`src/rtl/instr_loader.sv`:
```
// Boot-time program loader: byte stream -> 32-bit words -> imem writes.
// Define LOADER_CHECKSUM_EN to add a trailing XOR checksum byte and ERROR state.
module instr_loader #(
  parameter int ADDR_WIDTH = 8
) (
  input  logic        i_clock,
  input  logic        i_reset_n,
  input  logic        i_start,
  input  logic        i_byte_valid,
  input  logic [7:0]  i_byte_data,
  output logic        o_byte_ready,
  output logic        o_imem_we,
  output logic [31:0] o_imem_addr,
  output logic [31:0] o_imem_wdata,
  output logic        o_core_hold,
  output logic        o_busy,
  output logic        o_done,
  output logic        o_error
);

`ifdef LOADER_CHECKSUM_EN
  typedef enum logic [2:0] {
    S_IDLE,
    S_HEADER,
    S_DATA,
    S_WRITE,
    S_CHECK,
    S_DONE,
    S_ERROR
  } state_t;
  localparam state_t S_FIN = S_CHECK;
`else
  typedef enum logic [2:0] {
    S_IDLE,
    S_HEADER,
    S_DATA,
    S_WRITE,
    S_DONE
  } state_t;
  localparam state_t S_FIN = S_DONE;
`endif

  state_t                  r_state;
  state_t                  w_next;
  logic [7:0]              r_left;
  logic [ADDR_WIDTH-1:0]   r_addr;
  logic [ADDR_WIDTH-1:0]   r_waddr;
  logic [1:0]              r_bcnt;
  logic [23:0]             r_buf;
  logic [31:0]             r_wdata;
  logic [31:0]             w_shift;
  logic                    w_fire;
  logic                    w_idle;
  logic                    w_start;
`ifdef LOADER_CHECKSUM_EN
  logic [7:0]              r_csum;
`endif

  assign w_fire  = i_byte_valid & o_byte_ready;
  assign w_shift = {i_byte_data, r_buf};

`ifdef LOADER_CHECKSUM_EN
  assign w_idle = (r_state == S_IDLE) ||
                  (r_state == S_DONE) ||
                  (r_state == S_ERROR);
`else
  assign w_idle = (r_state == S_IDLE) ||
                  (r_state == S_DONE);
`endif
  assign w_start = i_start & w_idle;

  always_comb begin
    w_next = r_state;
    unique case (r_state)
      S_IDLE: begin
        if (i_start) w_next = S_HEADER;
      end
      S_HEADER: begin
        if (w_fire)
          w_next = (i_byte_data == 8'd0) ? S_FIN : S_DATA;
      end
      S_DATA: begin
        if (w_fire && r_bcnt == 2'd3) w_next = S_WRITE;
      end
      S_WRITE: begin
        w_next = (r_left == 8'd1) ? S_FIN : S_DATA;
      end
`ifdef LOADER_CHECKSUM_EN
      S_CHECK: begin
        if (w_fire)
          w_next = (i_byte_data == r_csum) ? S_DONE : S_ERROR;
      end
      S_ERROR: begin
        if (i_start) w_next = S_HEADER;
      end
`endif
      S_DONE: begin
        if (i_start) w_next = S_HEADER;
      end
      default: w_next = S_IDLE;
    endcase
  end

  always_ff @(posedge i_clock) begin
    if (!i_reset_n) begin
      r_state <= S_IDLE;
      r_left  <= 8'd0;
      r_addr  <= '0;
      r_waddr <= '0;
      r_bcnt  <= 2'd0;
      r_buf   <= 24'd0;
      r_wdata <= 32'd0;
    end else begin
      r_state <= w_next;
      if (w_start) begin
        r_addr <= '0;
        r_bcnt <= 2'd0;
      end
      if (r_state == S_HEADER && w_fire)
        r_left <= i_byte_data;
      if (r_state == S_DATA && w_fire) begin
        r_bcnt <= r_bcnt + 2'd1;
        r_buf  <= w_shift[31:8];
        // capture the finished word so the write port holds it
        if (r_bcnt == 2'd3) begin
          r_wdata <= w_shift;
          r_waddr <= r_addr;
        end
      end
      if (r_state == S_WRITE) begin
        r_addr <= r_addr + ADDR_WIDTH'(1);
        r_left <= r_left - 8'd1;
      end
    end
  end

`ifdef LOADER_CHECKSUM_EN
  always_ff @(posedge i_clock) begin
    if (!i_reset_n) begin
      r_csum <= 8'd0;
    end else if (w_start) begin
      r_csum <= 8'd0;
    end else if (r_state == S_DATA && w_fire) begin
      r_csum <= r_csum ^ i_byte_data;
    end
  end

  assign o_error = (r_state == S_ERROR);
  assign o_byte_ready = (r_state == S_HEADER) ||
                        (r_state == S_DATA) ||
                        (r_state == S_CHECK);
  assign o_busy = (r_state == S_HEADER) ||
                  (r_state == S_DATA) ||
                  (r_state == S_WRITE) ||
                  (r_state == S_CHECK);
`else
  assign o_error = 1'b0;
  assign o_byte_ready = (r_state == S_HEADER) ||
                        (r_state == S_DATA);
  assign o_busy = (r_state == S_HEADER) ||
                  (r_state == S_DATA) ||
                  (r_state == S_WRITE);
`endif

  assign o_imem_we    = (r_state == S_WRITE);
  assign o_imem_addr  = 32'(r_waddr);
  assign o_imem_wdata = r_wdata;
  assign o_done       = (r_state == S_DONE);
  assign o_core_hold  = (r_state != S_DONE);

endmodule

```
`config.mk`:
```
export PLATFORM = sky130hd
export DESIGN_NAME = instr_loader
export DESIGN_NICKNAME = d
export VERILOG_FILES = /design/src/rtl/instr_loader.sv
export SDC_FILE = /design/constraint.sdc
export NUM_CORES = 1
export LEC_CHECK = 0
export ABC_AREA = 1
export BUFFER_PORTS_ARGS = -buffer_cell sky130_fd_sc_hd__buf_2
export CAP_MARGIN = 20
export CORE_MARGIN = 2
export CORE_UTILIZATION = 40
export CTS_CLUSTER_DIAMETER = 60
export DETAILED_ROUTE_END_ITERATION = 8
export GPL_TIMING_DRIVEN = 0
export PLACE_DENSITY = 0.67
export SLEW_MARGIN = 5
export SYNTH_ARGS = -nofsm -noshare
export SYNTH_HDL_FRONTEND = slang
export SYNTH_SLANG_ARGS = --single-unit
export TNS_END_PERCENT = 30
```
`constraint.sdc`:
```
create_clock -name i_clock -period 1.3 [get_ports i_clock]
set_input_delay 0.26 -clock i_clock [delete_from_list [all_inputs] [get_ports i_clock]]
set_output_delay 0.26 -clock i_clock [all_outputs]
set_load 0.01 [all_outputs]
```
==> results.py, run 1 <==
metrics = {
    "setup_path": {
        "r2r-end": "r_buf[13]$_SDFFE_PN0P_",
        "cp_max_fo": 9,
        "critPathRequiredTime_ns": 1.59,
        "worstSetupStartpointType": "register",
        "end_kind": "register",
        "r2r_cells": 10,
        "cp.arrival_ns": 1.78,
        "regToRegSetupSlack_ns": -0.19,
        "reg2reg_from": "r_state[2]$_SDFFE_PN0P_",
        "crit_type": "reg2reg",
        "crit_start": "r_state[2]$_SDFFE_PN0P_",
    },
    "placed_design": {
        "numPortBuffers": 56,
        "dp_cells": 703,
        "dp_hpwl_mm": 6.76,
        "place.gp.congestion": 0.868,
    },
    "sta": {
        "skew_ns": 0.00702,
        "worstMarginPinSlew_ns": 0.697,
        "max_freq_mhz": 670,
        "relSlewSlack_pct": 53.5,
        "hold_violations": 0,
        "drv_slew": 0,
        "setup_viol": 73,
        "post-route-period-util_pct": 115,
        "setup_ws_ns": -0.192,
        "period_minus_slack_ns": 1.49,
        "rsz0062_at_grt": "yes",
    },
    "synthesis": {
        "async_reset_ff_share_pct": 0,
        "syn_avg_cell_area_um2": 7.29,
        "synthFlopType": "dfxtp_1",
        "synth_edf_count": 0,
        "synthCells": 512,
        "yosysWarnings": 0,
        "yosysSeqAreaShare_pct": 45.6,
        "yosys.area.top_type": "dfxtp_1",
        "synth_top_area_share_pct": 45.6,
        "syn_area_um2": 3730,
        "synth_area_leaders": "dfxtp_1 (46%), nand2_1 (9.7%), a21oi_1 (8.2%)",
        "yosys.cell_types.count": 25,
        "netlist_top_cells_count": "nand2_1 (96), dfxtp_1 (85), nor2_1 (69), a21oi_1 (61), nand3_1 (58)",
        "yosysMostFrequentCell": "nand2_1",
        "yosys_register_bits": 85,
    },
    "grt": {
        "grt.met2_usage_pct": 34.1,
        "grt_most_used_layer": "met2",
        "grt_start_max_net_pins": 16,
        "grt_pass1_wl_mm": 16.0,
        "grt_pass1_vias": 3398,
        "grt_util_all_layers_pct": 20.0,
        "antenna_found_initial": 0,
        "grt_util_met3_pct": 4.92,
        "grt-ovfl-total": 0,
        "use_met1_pct": 24.6,
    },
    "clock_network": {
        "cts.sinks": 85,
        "htreeDepth": 3,
        "cts_tree": "built",
        "clockRootBuffer": "clkbuf_8",
        "clkLatencyLatePin_ns": 0.35,
        "clkTransAtPathRegs_ns": 0.09,
        "numCtsBuffers": 9,
        "holdBufCountCts": 0,
        "clock_path_buffers": 2,
    },
    "pwr": {
        "combinationalPowerShare_pct": 26.4,
        "vdd_drop_max_v": 0.000642,
        "seqPwrFrac_pct": 44.5,
        "power_density_nw_per_um2": 1350,
        "p_sw_w": 0.00222,
        "p_sw_share_pct": 33.3,
        "clkPwrFrac_pct": 29.1,
        "p_leak_nw": 2.15,
        "power.internal_w": 0.00446,
    },
    "status": {
        "violations": "setup timing",
        "outcome": "finished, violations left",
    },
    "drt": {
        "firstDrtPassIters": 4,
        "drt_iter0_markers": 174,
        "routed_wirelength_mm": 9.82,
        "vias": 3638,
        "routedWlPerCell_um": 13.4,
        "ant_nets": 0,
        "route.detailed.drc": 0,
        "vias_per_cell": 4.95,
    },
    "floorplan": {
        "core_um2": 9150,
        "die_y_um": 101,
        "dieArea_um2": 10100,
        "num_rows": 35,
        "die_w_um": 101,
        "initial_core_util_pct": 40.8,
        "ios": 82,
    },
    "run": {
        "cap_violations": 0,
    },
    "final_layout": {
        "instances_no_fill": 735,
        "drive_gt1_share_pct": 31.1,
        "final_nets": 635,
        "final_util_pct": 53.9,
        "area_growth_pct": 32.2,
        "fillers": 898,
        "antenna_cells": 0,
    },
    "worst_hold_path": {
        "hold_end": "o_imem_wdata[27]$_SDFFE_PN0P_",
        "holdCritStartpoint": "i_byte_data[3]",
        "min_path_type": "in2reg",
        "min_delay_path_depth": 3,
    },
}
## layout make-up
cell class              count  area [µm²]  area share, %
multi-input cells         368        1900           38.6
flip-flops and latches     85        1710           34.7
repair buffers             74         457           9.25
plain buffers              51         395           8.01
well taps                 111         139           2.81
clock buffers              10         138           2.79
inverters                  30         120           2.43
clock inverters             6        68.8           1.39
## routing by layer
metal	part of all wire [%]	wire length, µm
met1	44	4330
met2	51	4990
met3	3.9	383
met4	1.2	121
met5	0	0
## power groups by stage
stage	Combinational (W)	Clock, W	Sequential [W]
detailed placement	0.00132	0	0.00298
floorplan	0.00102	0	0.00294
global route	0.00198	0.00211	0.00300
global placement	0.00129	0	0.00298
finish	0.00176	0.00194	0.00298
CTS	0.00161	0.00198	0.00295
## registers in the layout, indices dropped and copies added, names as in the netlist
| name | flops |
|---|---|
| o_imem_wdata | 32 |
| r_state | 3 |
| r_left | 8 |
| r_addr | 8 |
| r_buf | 24 |
| r_waddr | 8 |
| r_bcnt | 2 |
## worst max-delay path by stage
| stage | end | slack (ns) | cells past startpoint |
|---|---|---|---|
| global placement | o_imem_we | -0.27 | 4 |
| floorplan | r_left[4]$_SDFFE_PN0P_ | 0.02 | 6 |
| finish | r_buf[13]$_SDFFE_PN0P_ | -0.19 | 10 |
| detailed placement | o_imem_we | -0.26 | 4 |
| global route | o_imem_wdata[11]$_SDFFE_PN0P_ | -0.27 | 9 |
| CTS | o_byte_ready | -0.19 | 6 |
## repair_timing
action                                  4_1_cts  5_1_grt
setup buffers                                11        4
cloned                                        2        1
endpoints found under the setup margin       87       88
pin swaps                                    25        8
gates resized for setup                      76       36
## layout by cell type (no fill, tap or decap), types with 4 or more instances in the layout
cell	instances
nor2_4	5
o21ai_2	7
dfxtp_1	81
conb_1	25
inv_1	23
clkbuf_1	8
nor2_1	62
nand2_1	92
buf_6	15
a21oi_1	48
nand3_1	45
o21ai_1	6
nor2_2	4
nand3_2	13
buf_4	41
a21oi_2	13
clkbuf_8	10
clkbuf_2	4
nand2_4	4
buf_2	54
o21ai_0	28
## stage by stage
step / setup TNS (ns) / area, µm² / hold WS (ns) / power (W) / worst slack, ns
4_1_cts: -7.52 / 4760 / 0.190 / 0.00655 / -0.193
3_3_place_gp: -10.39 / 4240 / 0.445 / 0.00427 / -0.269
2_1_floorplan: 0 / 3820 / 0.398 / 0.00395 / 0.0237
6_report: -8.99 / 4930 / 0.207 / 0.00668 / -0.192
3_5_place_dp: -11.40 / 4240 / 0.450 / 0.00430 / -0.264
5_1_grt: -16.30 / 4930 / 0.204 / 0.00709 / -0.270
## critical path: stages (launching register included)
cell,delay (ns)
dfxtp_4,0.38
inv_4,0.06
nand2_4,0.06
nor2_4,0.12
inv_4,0.07
nor2_8,0.19
buf_8,0.17
buf_4,0.12
buf_6,0.10
nor2_1,0.04
nor2_1,0.10
## cell families (layout without fill, tap and decap cells)
group                      Yosys count  count (layout)  share of synthesized area, %
AOI/OAI and AO/OA                  107             107                          14.7
adders and majority gates            4               4                          1.34
buffers and inverters               83             171                          11.9
DFF                                 85              85                          45.6
other                                1              25                         0.100
and+or+nand+nor                    232             232                          26.4
(Power assumes the default switching activity.)
==> inputs of run 2 (changes only) <==
--- a/config.mk
+++ b/config.mk
@@ -8,12 +8,15 @@
 export ABC_AREA = 1
 export BUFFER_PORTS_ARGS = -buffer_cell sky130_fd_sc_hd__buf_2
 export CAP_MARGIN = 20
+export CELL_PAD_IN_SITES_DETAIL_PLACEMENT = 0
+export CELL_PAD_IN_SITES_GLOBAL_PLACEMENT = 1
 export CORE_MARGIN = 2
 export CORE_UTILIZATION = 40
 export CTS_CLUSTER_DIAMETER = 60
+export CTS_CLUSTER_SIZE = 24
 export DETAILED_ROUTE_END_ITERATION = 8
 export GPL_TIMING_DRIVEN = 0
-export PLACE_DENSITY = 0.67
+export PLACE_DENSITY = 0.85
 export SLEW_MARGIN = 5
 export SYNTH_ARGS = -nofsm -noshare
 export SYNTH_HDL_FRONTEND = slang
==> constraint.sdc (replaced) <==
create_clock -name i_clock -period 1.9 [get_ports i_clock]
set_input_delay 0.38 -clock i_clock [delete_from_list [all_inputs] [get_ports i_clock]]
set_output_delay 0.38 -clock i_clock [all_outputs]
set_load 0.01 [all_outputs]
==> run 2 against run 1 <==
- the run now ends clean
- via count decreased by 4.5%
- routed wire length decreased by 5.3%
- first-iteration DRC count decreased by 16%
- cell count decreased by 2.3%
- core utilization decreased by 4.8 points
- largest cell class is now flip-flops and latches
==> results.py, run 2 (synthesized netlist as in run 1, its figures left out) <==
metrics = {
    "final_layout": {
        "antenna_cells": 0,
        "final_area_um2": 4490,
        "multi_input_area_um2": 1680,
        "drive_gt1_share_pct": 19.8,
        "layout_commonest_cell": "nand2_1",
        "fillers": 954,
        "final_nets": 620,
        "regArea_um2": 1700,
        "largest_reg_flops": 32,
        "mostFrequentLayoutCells": "nand2_1 (96), dfxtp_1 (84), nor2_1 (69)",
        "area_growth_pct": 20.4,
    },
    "sta": {
        "finalSetupTns_ns": 0,
        "relSlewSlack_pct": 57.5,
        "worstMarginPinSlew_ns": 0.634,
        "period_minus_slack_ns": 1.76,
        "holdWs_ns": 0.331,
        "rsz0062_at_grt": "no",
        "skew_ns": 0.00978,
        "post-route-period-util_pct": 92.7,
        "max_freq_mhz": 568,
        "drv_slew": 0,
        "hold_violations": 0,
        "setup_viol": 0,
        "setup_ws_ns": 0.139,
    },
    "floorplan": {
        "initial_core_util_pct": 40.8,
        "dieArea_um2": 10100,
        "core_um2": 9150,
        "die_w_um": 101,
        "die_y_um": 101,
        "num_rows": 35,
        "ios": 82,
    },
    "grt": {
        "grt_start_max_net_pins": 14,
        "grt_pass1_vias": 3230,
        "grt_util_all_layers_pct": 18.9,
        "antenna_found_initial": 0,
        "grt_pass1_wl_mm": 15.0,
        "grt-ovfl-total": 0,
    },
    "clock_network": {
        "clockRootBuffer": "clkbuf_8",
        "htreeDepth": 3,
        "clock_path_buffers": 2,
        "clkLatencyLatePin_ns": 0.36,
        "cts_tree": "built",
        "cts.sinks": 85,
        "clkTransAtPathRegs_ns": 0.08,
        "holdBufCountCts": 0,
        "numCtsBuffers": 9,
    },
    "pwr": {
        "vdd_drop_max_v": 0.000499,
        "p_sw_w": 0.00135,
        "clkPwrFrac_pct": 34.4,
        "p_sw_share_pct": 30.3,
        "seqPwrFrac_pct": 44.8,
        "power_density_nw_per_um2": 992,
        "combinationalPowerShare_pct": 20.8,
        "p_leak_nw": 2.00,
        "power.internal_w": 0.00311,
    },
    "drt": {
        "route.detailed.drc": 0,
        "routedWlPerCell_um": 12.9,
        "ant_nets": 0,
        "firstDrtPassIters": 4,
        "drt_iter0_markers": 147,
        "vias_per_cell": 4.84,
        "vias": 3473,
        "routed_wirelength_mm": 9.30,
    },
    "setup_path": {
        "crit_type": "reg2out",
        "cp_max_fo": 6,
        "cp.arrival_ns": 1.38,
        "end_kind": "primary output",
        "critPathRequiredTime_ns": 1.52,
        "worstSetupStartpointType": "register",
    },
    "status": {
        "outcome": "finished, final reports clean",
    },
    "placed_design": {
        "post-place-ws_ns": 0.208,
        "placed_cell_area_um2": 4240,
        "place.gp.congestion": 0.888,
        "dp_hpwl_mm": 6.97,
        "numPortBuffers": 56,
    },
    "worst_hold_path": {
        "min_path_type": "in2reg",
    },
    "run": {
        "cap_violations": 0,
    },
}
[run 2: final timing paths]
kind / start / to / slack [ns] / depth (start not counted)
setup reg to reg: r_state[2]$_SDFFE_PN0P_ / r_buf[18]$_SDFFE_PN0P_ / 0.32 / 9
hold / removal: i_byte_data[3] / o_imem_wdata[27]$_SDFFE_PN0P_ / 0.33 / 3
hold reg to reg: o_imem_wdata[25]$_SDFFE_PN0P_ / o_imem_wdata[25]$_SDFFE_PN0P_ / 0.46 / 2
setup / recovery: r_state[2]$_SDFFE_PN0P_ / o_byte_ready / 0.14 / 6
[run 2: layer usage]
layer	vias to the layer above	GRT usage, %	share of wire, %
met5	-	0	0
met4	0	7.48	1.9
met3	13	2.98	2.7
met2	52	32.4	49
met1	1599	23.7	46
li1	1809	-	-
[run 2: worst max-delay path, stage by stage (launching register included)]
cell and delay, ns:
dfxtp_1 0.43, inv_2 0.06, nand2_2 0.11, nor2_4 0.05
inv_2 0.12, nand2_1 0.10, buf_2 0.15
[run 2: timing repair]
| item | 4_1_cts | 5_1_grt |
|---|---|---|
| pin swaps | 1 | 0 |
| endpoints found under the setup margin | 1 | 1 |
| buffers inserted | 1 | 0 |
| gates resized for setup | 2 | 1 |
| endpoints found under the hold margin | 0 | 0 |
[run 2: power groups by stage]
stage / Clock [W] / Combinational, W / Sequential [W]
global placement: 0 / 0.000900 / 0.00204
finish: 0.00153 / 0.000925 / 0.00200
floorplan: 0 / 0.000695 / 0.00201
detailed placement: 0 / 0.000914 / 0.00204
global route: 0.00161 / 0.00107 / 0.00201
CTS: 0.00157 / 0.000930 / 0.00200
[run 2: layout make-up]
type	count	area share, %
Sequential cell	85	37.9
Multi-Input combinational cell	368	37.5
Buffer	53	7.41
Timing Repair Buffer	57	6.40
Tap cell	111	3.09
Clock buffer	10	3.06
Inverter	30	2.51
Clock inverter	4	2.17
[run 2: through the flow]
step / total power (W) / std cells / util, %
after detailed placement: 0.00295 / 703 / 46.3
after global routing: 0.00470 / 718 / 49.1
final: 0.00446 / 718 / 49.1
after floorplan: 0.00271 / 536 / -
after CTS: 0.00449 / 718 / 49.1
after global placement: 0.00294 / 703 / 46.3
